**src/rtl/l2_cacheline_adapter.sv**
```systemverilog
// l2_cacheline_adapter
//   Bridges the L2 full-line data path to a narrow burst memory port.
//   Line fill: collects `beats` read beats from memory into line_o.
//   Writeback: streams a victim line out to memory as ordered beats.
//
// Optional feature macro: L2_ADAPTER_REQ_LATCH_EN
//   defined   : address_i and line_i are captured on acceptance, so the cache
//               may change them after the accept edge.
//   undefined : address_o is combinational from address_i and write beats are
//               sliced from line_i; the cache holds both until resp_o.
//
// Ports
//   clk        clock, rising edge
//   rst        asynchronous reset, active low
//   read_i     line fill request from cache
//   write_i    line writeback request from cache
//   address_i  line address from cache
//   line_i     victim line for writeback
//   line_o     assembled fill line (valid while resp_o = 1)
//   resp_o     one-cycle completion pulse to cache
//   address_o  memory address, line offset bits cleared
//   read_o     memory read request
//   write_o    memory write request
//   burst_o    write beat to memory
//   burst_i    read beat from memory
//   resp_i     memory beat acknowledge, one beat per high cycle
//
// state | meaning
// IDLE  | waiting for a request; write has priority over read
// READ  | collecting fill beats into line_o
// WRITE | streaming victim beats on burst_o
// DONE  | resp_o high for one cycle, then back to IDLE
module l2_cacheline_adapter #(
  parameter int s_line  = 256,
  parameter int s_burst = 64
) (
  input  logic                clk,
  input  logic                rst,
  input  logic                read_i,
  input  logic                write_i,
  input  logic [31:0]         address_i,
  input  logic [s_line-1:0]   line_i,
  output logic [s_line-1:0]   line_o,
  output logic                resp_o,
  output logic [31:0]         address_o,
  output logic                read_o,
  output logic                write_o,
  output logic [s_burst-1:0]  burst_o,
  input  logic [s_burst-1:0]  burst_i,
  input  logic                resp_i
);

  localparam int beats = s_line / s_burst;
  localparam int s_off = $clog2(s_line / 8);
  localparam int CW    = (beats > 1) ? $clog2(beats) : 1;
  // Clears the byte-offset-within-line bits of an address.
  localparam logic [31:0] OFF_MASK = ~((32'd1 << s_off) - 32'd1);

  typedef enum logic [1:0] {IDLE, READ, WRITE, DONE} state_t;

  state_t            r_state;
  logic [CW-1:0]     r_cnt;
  logic [CW-1:0]     w_cnt_inc;
  logic              w_last;
  logic [31:0]       w_lo_cur;
  logic [31:0]       w_lo_nxt;
  logic [s_line-1:0] w_line;

  assign w_cnt_inc = r_cnt + 1'b1;
  assign w_last    = (r_cnt == CW'(beats - 1));
  assign w_lo_cur  = s_burst * 32'(r_cnt);
  // Only used when not on the last beat, so it never leaves the line.
  assign w_lo_nxt  = s_burst * 32'(w_cnt_inc);

`ifdef L2_ADAPTER_REQ_LATCH_EN
  logic [31:0]       r_addr;
  logic [s_line-1:0] r_line;

  always_ff @(posedge clk or negedge rst) begin
    if (!rst) begin
      r_addr <= '0;
      r_line <= '0;
    end else if (r_state == IDLE) begin
      if (write_i || read_i) r_addr <= address_i;
      if (write_i)           r_line <= line_i;
    end
  end

  assign w_line    = r_line;
  assign address_o = r_addr & OFF_MASK;
`else
  assign w_line    = line_i;
  assign address_o = address_i & OFF_MASK;
`endif

  always_ff @(posedge clk or negedge rst) begin
    if (!rst) begin
      r_state <= IDLE;
      r_cnt   <= '0;
      line_o  <= '0;
      resp_o  <= 1'b0;
      read_o  <= 1'b0;
      write_o <= 1'b0;
      burst_o <= '0;
    end else begin
      case (r_state)
        IDLE: begin
          if (write_i) begin
            r_state <= WRITE;
            r_cnt   <= '0;
            write_o <= 1'b1;
            // First beat comes straight from line_i: the latched copy is
            // only written on this same edge.
            burst_o <= line_i[s_burst-1:0];
          end else if (read_i) begin
            r_state <= READ;
            r_cnt   <= '0;
            read_o  <= 1'b1;
          end
        end
        READ: begin
          if (resp_i) begin
            line_o[w_lo_cur +: s_burst] <= burst_i;
            if (w_last) begin
              r_state <= DONE;
              r_cnt   <= '0;
              read_o  <= 1'b0;
              resp_o  <= 1'b1;
            end else begin
              r_cnt <= w_cnt_inc;
            end
          end
        end
        WRITE: begin
          if (resp_i) begin
            if (w_last) begin
              r_state <= DONE;
              r_cnt   <= '0;
              write_o <= 1'b0;
              resp_o  <= 1'b1;
            end else begin
              r_cnt   <= w_cnt_inc;
              burst_o <= w_line[w_lo_nxt +: s_burst];
            end
          end
        end
        DONE: begin
          resp_o  <= 1'b0;
          r_state <= IDLE;
        end
        default: begin
          r_state <= IDLE;
          resp_o  <= 1'b0;
          read_o  <= 1'b0;
          write_o <= 1'b0;
        end
      endcase
    end
  end

endmodule

```
**config.mk**
```make
export PLATFORM = sky130hd
export DESIGN_NAME = l2_cacheline_adapter
export DESIGN_NICKNAME = d
export VERILOG_FILES = /design/src/rtl/l2_cacheline_adapter.sv
export SDC_FILE = /design/constraint.sdc
export NUM_CORES = 1
export LEC_CHECK = 0
export ABC_AREA = 1
export CORE_AREA = 2 2 279 281
export CTS_BUF_LIST = sky130_fd_sc_hd__clkbuf_8
export DETAILED_ROUTE_END_ITERATION = 7
export DIE_AREA = 0 0 281 283
export PLACE_DENSITY_LB_ADDON = 0.3
export REMOVE_ABC_BUFFERS = 1
export SYNTH_ARGS = -nofsm -noshare
export SYNTH_HDL_FRONTEND = slang
export SYNTH_SLANG_ARGS = --single-unit
export TNS_END_PERCENT = 30
```
**constraint.sdc**
```tcl
create_clock -name clk -period 4 [get_ports clk]
set_input_delay 0.8 -clock clk [delete_from_list [all_inputs] [get_ports clk]]
set_output_delay 0.8 -clock clk [all_outputs]
set_load 0.005 [all_outputs]
```
# Yosys cells after proc, flatten, opt, wreduce, memory -nomap -nowiden
# Index checks and enable logic that the tools add are counted.
# W data, S select, Z words.
# word_totals
reg_bits,327
output_inout_bits,355
word_cells,65
# op_classes
n_addsub,2
eq_ne,15
shifts,3
n_mux,25
reduce_logical,13
# op_table
cell,n
$bwmux W256,1
$shift A64 B34 Y256 const A,1
$shiftx A256 B9 Y64,1
$shiftx A64 B34 Y256,1
$mux W64,3
$pmux W64 S2,1
$neg A8 Y34,1
$mux W2,8
$ne A2 B2 Y1 const B,8
$reduce_and A3 Y1,3
$reduce_and A4 Y1,2
$reduce_bool A2 Y1,4
$mux W1,7
$eq A2 B2 Y1 const B,3
$pmux W1 S2,3
$pmux W2 S3,1
$reduce_and A5 Y1,1
$ne A2 B1 Y1 const B,2
$pmux W2 S2,1
$ne A3 B3 Y1 const B,1
$add A2 B1 Y2 const B,1
$eq A2 B1 Y1 const B,1
$logic_not A2 Y1,1
$reduce_and A2 Y1,1
$reduce_or A2 Y1,1

# Depth between registers and ports, before layout
# depth
ltp_word,5
depth_mapped,11
ltp_nobuf,9

# Worst setup path after synthesis
# Ideal clock, no wire load.
# synth_timing
path_type,register to register
startpoint,reg r_cnt[0]
endpoint,reg burst_o[10]
setup_time_ns,0.116
arrival_time_ns,1.668
t_required_ns,3.884
setup_slack_ns,2.216
stages_incl_launch_ff,11
n_path_buf,3
period_less_slack_ns,1.784
cell_sequence,dfrtp_1 buf_6 inv_4 ha_1 inv_2 buf_4 buf_2 a21oi_1 nand3_1 nand2_1 nand2_1
# synth_via
elab_chain_len,5
# synth_rtl
element,line,source
"start, declared",62,logic [CW-1:0] r_cnt;
"start signal, assigned",130,r_cnt <= w_cnt_inc;
"start signal, assigned",142,r_cnt <= w_cnt_inc;
$add A2 B1 Y2,69,assign w_cnt_inc = r_cnt + 1'b1;
$shiftx A256 B9 Y64,143,burst_o <= w_line[w_lo_nxt +: s_burst];
$mux W64,136,if (w_last) begin
$mux W64,135,if (resp_i) begin
$pmux W64 S2,106,case (r_state)
"end signal, assigned",114,burst_o <= line_i[s_burst-1:0];
"end signal, assigned",143,
"end, declared",48,"output logic [s_burst-1:0] burst_o,"
# Parallel ways exist; a longest one is shown, timed or not. The select of a mux whose other input is x is not followed.
# A chain may end at the register's enable or synchronous reset.

# Worst setup path in the final report
# layout_timing
startpoint,reg r_cnt[1]
endpoint,reg line_o[248]
# layout_via
elab_chain_len,3
# layout_rtl
element,line,source
$neg A8 Y34 (*),123,line_o[w_lo_cur +: s_burst] <= burst_i;
$shiftx A64 B34 Y256 or $shift A64 B34 Y256 (tied branches),123,
$bwmux W256 (*),123,
"end signal, assigned by index",123,
"end, declared",43,"output logic [s_line-1:0] line_o,"
# Every way passes the cells marked *; elsewhere a longest branch is shown, timed or not.

==> results.yml <==
outcome:
  status: "complete, no violations"
sta:
  setup_viol: 0
  slew_headroom_pct: 31.4
  slew_viol_final: 0
  rsz0062_at_grt: "no"
  fin_crit_sh_pct: 73.1
  final-hold-violation-count: 0
  fin_crit_ns: 2.93
  worst_pin_slew_ns: 1.03
  skew_ns: 0.0254
  fmax_mhz: 342
  worst_slack_ns: 1.07
  finalSetupTns_ns: 0
worst_setup_path:
  setup.worst_path.class: "reg -> reg"
  startpoint_type: "flop"
  slowest_stage: "nand3_4"
  max_stage_delay_ns: 0.79
  rr_endpoint: "line_o[248]"
  critPathRequiredTime_ns: 4.52
  worstRegToRegCells: 5
  cp.arrival_ns: 3.45
  setup.worst_path.start: "r_cnt[1]"
  reg2reg_from: "r_cnt[1]"
  end_kind: "flop"
  crit_path_cell_trace: "inv_1, ha_1, inv_2, nand3_4, o21ai_0"
  path_max_fanout: 64
  r2r_setup_slack_ns: 1.07
finish:
  final_area_um2: 24200
  nNetsFinal: 2883
  syn2layout_area_growth_pct: 55.2
  final_layout_size_suffix_gt1_share_pct: 5.91
pwr:
  p_total_mw: 14.7
  ir_drop_mv: 0.323
  p_leak_nw: 11.0
  powerDensity_nw_per_um2: 605
clocking:
  ctsHoldBuffers: 0
  cts_buffers: 61
  cts.htree.levels: 2
  cts.sink_count: 327
  clockBufferDepth: 3
  worstSkewPairLatency_ns: 0.68
  clkTransAtPathRegs_ns: 0.06
  post_cts_buffers: 0
  cts_tree: "built"
  root_buffer: "clkbuf_8"
  ctsResizeCount: 0
grt:
  grt_pass1_vias: 15897
  grt_pass1_wl_um: 107000
  antenna_found_initial: 19
  grt_overflow: 0
  grt_usage_pct: 17.8
  grt_max_degree: 163
yosys:
  synth-compound-area-share_pct: 19.0
  synth_cell_type_count: 28
  postSynthAreaPerCell_um2: 8.04
  synth_top_family_by_area: "compound AO/OA/AOI/OAI gates"
  synthAdderAreaFrac_pct: 0.882
  syn_inst: 1942
  synth_warnings: 0
  ys_ff_latch: 327
  synth_xor_area_share_pct: 0
  syn_area_um2: 15600
  synthMuxAreaShare_pct: 0
  yosysSeqAreaShare_pct: 52.4
  synth_simple_gate_area_share_pct: 18.0
floorplan:
  io_pins: 712
  initial_utilization_pct: 20.4
  coreArea_um2: 76700
  row_count: 102
  die_h_um: 283
  dieArea_um2: 79500
  dieWidth_um: 281
run:
  cap_violations: 0
drt:
  wirelength_um: 72700
  wl_per_cell_um: 20.2
  ant_nets: 0
  drt_pass1_iterations: 5
  vias: 15726
  via_per_inst: 4.37
  post-route-drc-count: 0
  drt_iter0_drc: 944
place:
  dp_hpwl_um: 50000
  pre_cts_ws_ns: 0.744
  place_congestion: 0.800
  io_buffers: 647
  post_dp_cell_area_um2: 22900
hold_path:
  hold_class: "in -> async"
## cells by family after synthesis
family                   after synthesis
buffers and inverters                329
AO/OA/AOI/OAI                        589
adder cells (fa/ha/maj)               11
other                                  1
flip-flops                           327
AND/OR/NAND/NOR                      685
## layer usage
layer,track usage [%],vias to the layer above,wire length [um]
li1,-,7491,-
met1,21.1,7448,29300
met2,30.3,662,35000
met3,5.87,121,6520
met4,5.36,4,1850
met5,0,-,27
## placed cells by master, fill, tap and decap left out, types with 2 or more instances in the layout
master and n:
clkdlybuf4s50_1 646, nand2_1 465, o21ai_0 377, dfrtp_1 326, inv_1 157, nand3_1 132, a21oi_1 128, o21ai_1 81
clkbuf_8 78, nor2_1 70, buf_4 27, buf_12 11, ha_1 10, clkinv_2 8, nand4_1 7, inv_2 6
diode_2 5, conb_1 5, nor2_4 3, nand3_4 3, nand2_2 2, clkinv_8 2, bufinv_16 2
## final cells by class
| cell class | count | area, um^2 |
|---|---|---|
| antenna | 5 | 12.5 |
| clock buffer | 78 | 1070 |
| multi-input combinational | 1290 | 5990 |
| timing repair buffer | 685 | 6900 |
| inverter | 150 | 566 |
| tap | 1040 | 1300 |
| fill | 8206 | 52500 |
| clock inverter | 27 | 193 |
| sequential | 327 | 8190 |
## critical path: cells and delay by family (launching register included)
| family | cells | cell delay [ns] |
|---|---|---|
| DFF | 1 | 0.42 |
| buffers and inverters | 2 | 0.72 |
| and+or+nand+nor | 1 | 0.79 |
| adders and majority gates | 1 | 0.25 |
| AOI/OAI and AO/OA | 1 | 0.47 |
## Yosys cell counts (all sizes together)
cell type  instances  area share, %
a21oi            129            4.2
buf              108            4.2
clkbuf            71            1.8
conb               1          0.024
dfrtp            327             52
ha                11           0.88
inv              150            3.6
nand2            469             11
nand3            135            4.5
nand4              7           0.28
nor2              73            1.9
nor3               1           0.10
o211ai             1          0.048
o21a               1          0.048
o21ai            458             15
## worst max path at each step
stage	end	slack, ns
finish	line_o[248]	1.07
global route	line_o[248]	0.75
detailed placement	line_o[198]	0.74
floorplan	burst_o[0]	-0.50
global placement	line_o[233]	0.83
CTS	line_o[195]	0.94
## registers in the layout (all words and copies together), names as in the netlist
name     cells
burst_o     64
read_o       1
r_state      2
write_o      1
line_o     256
resp_o       1
r_cnt        2
## report_power, final
group / switching [mW] / total, mW / internal [mW]
Combinational: 3.90 / 6.67 / 2.77
Sequential: 0.434 / 4.56 / 4.13
Clock: 1.55 / 3.42 / 1.87
Total: 5.88 / 14.7 / 8.77
## metrics by stage
stage | hold WS, ns | utilization (%) | instances
after floorplan | 0.464 | - | 1767
after global placement | 0.463 | 29.9 | 3492
after detailed placement | 0.464 | 29.9 | 3492
after CTS | 0.182 | 31.6 | 3597
after global routing | 0.195 | 31.6 | 3602
final | 0.162 | 31.6 | 3602
Power figures use the tool's default switching activity.
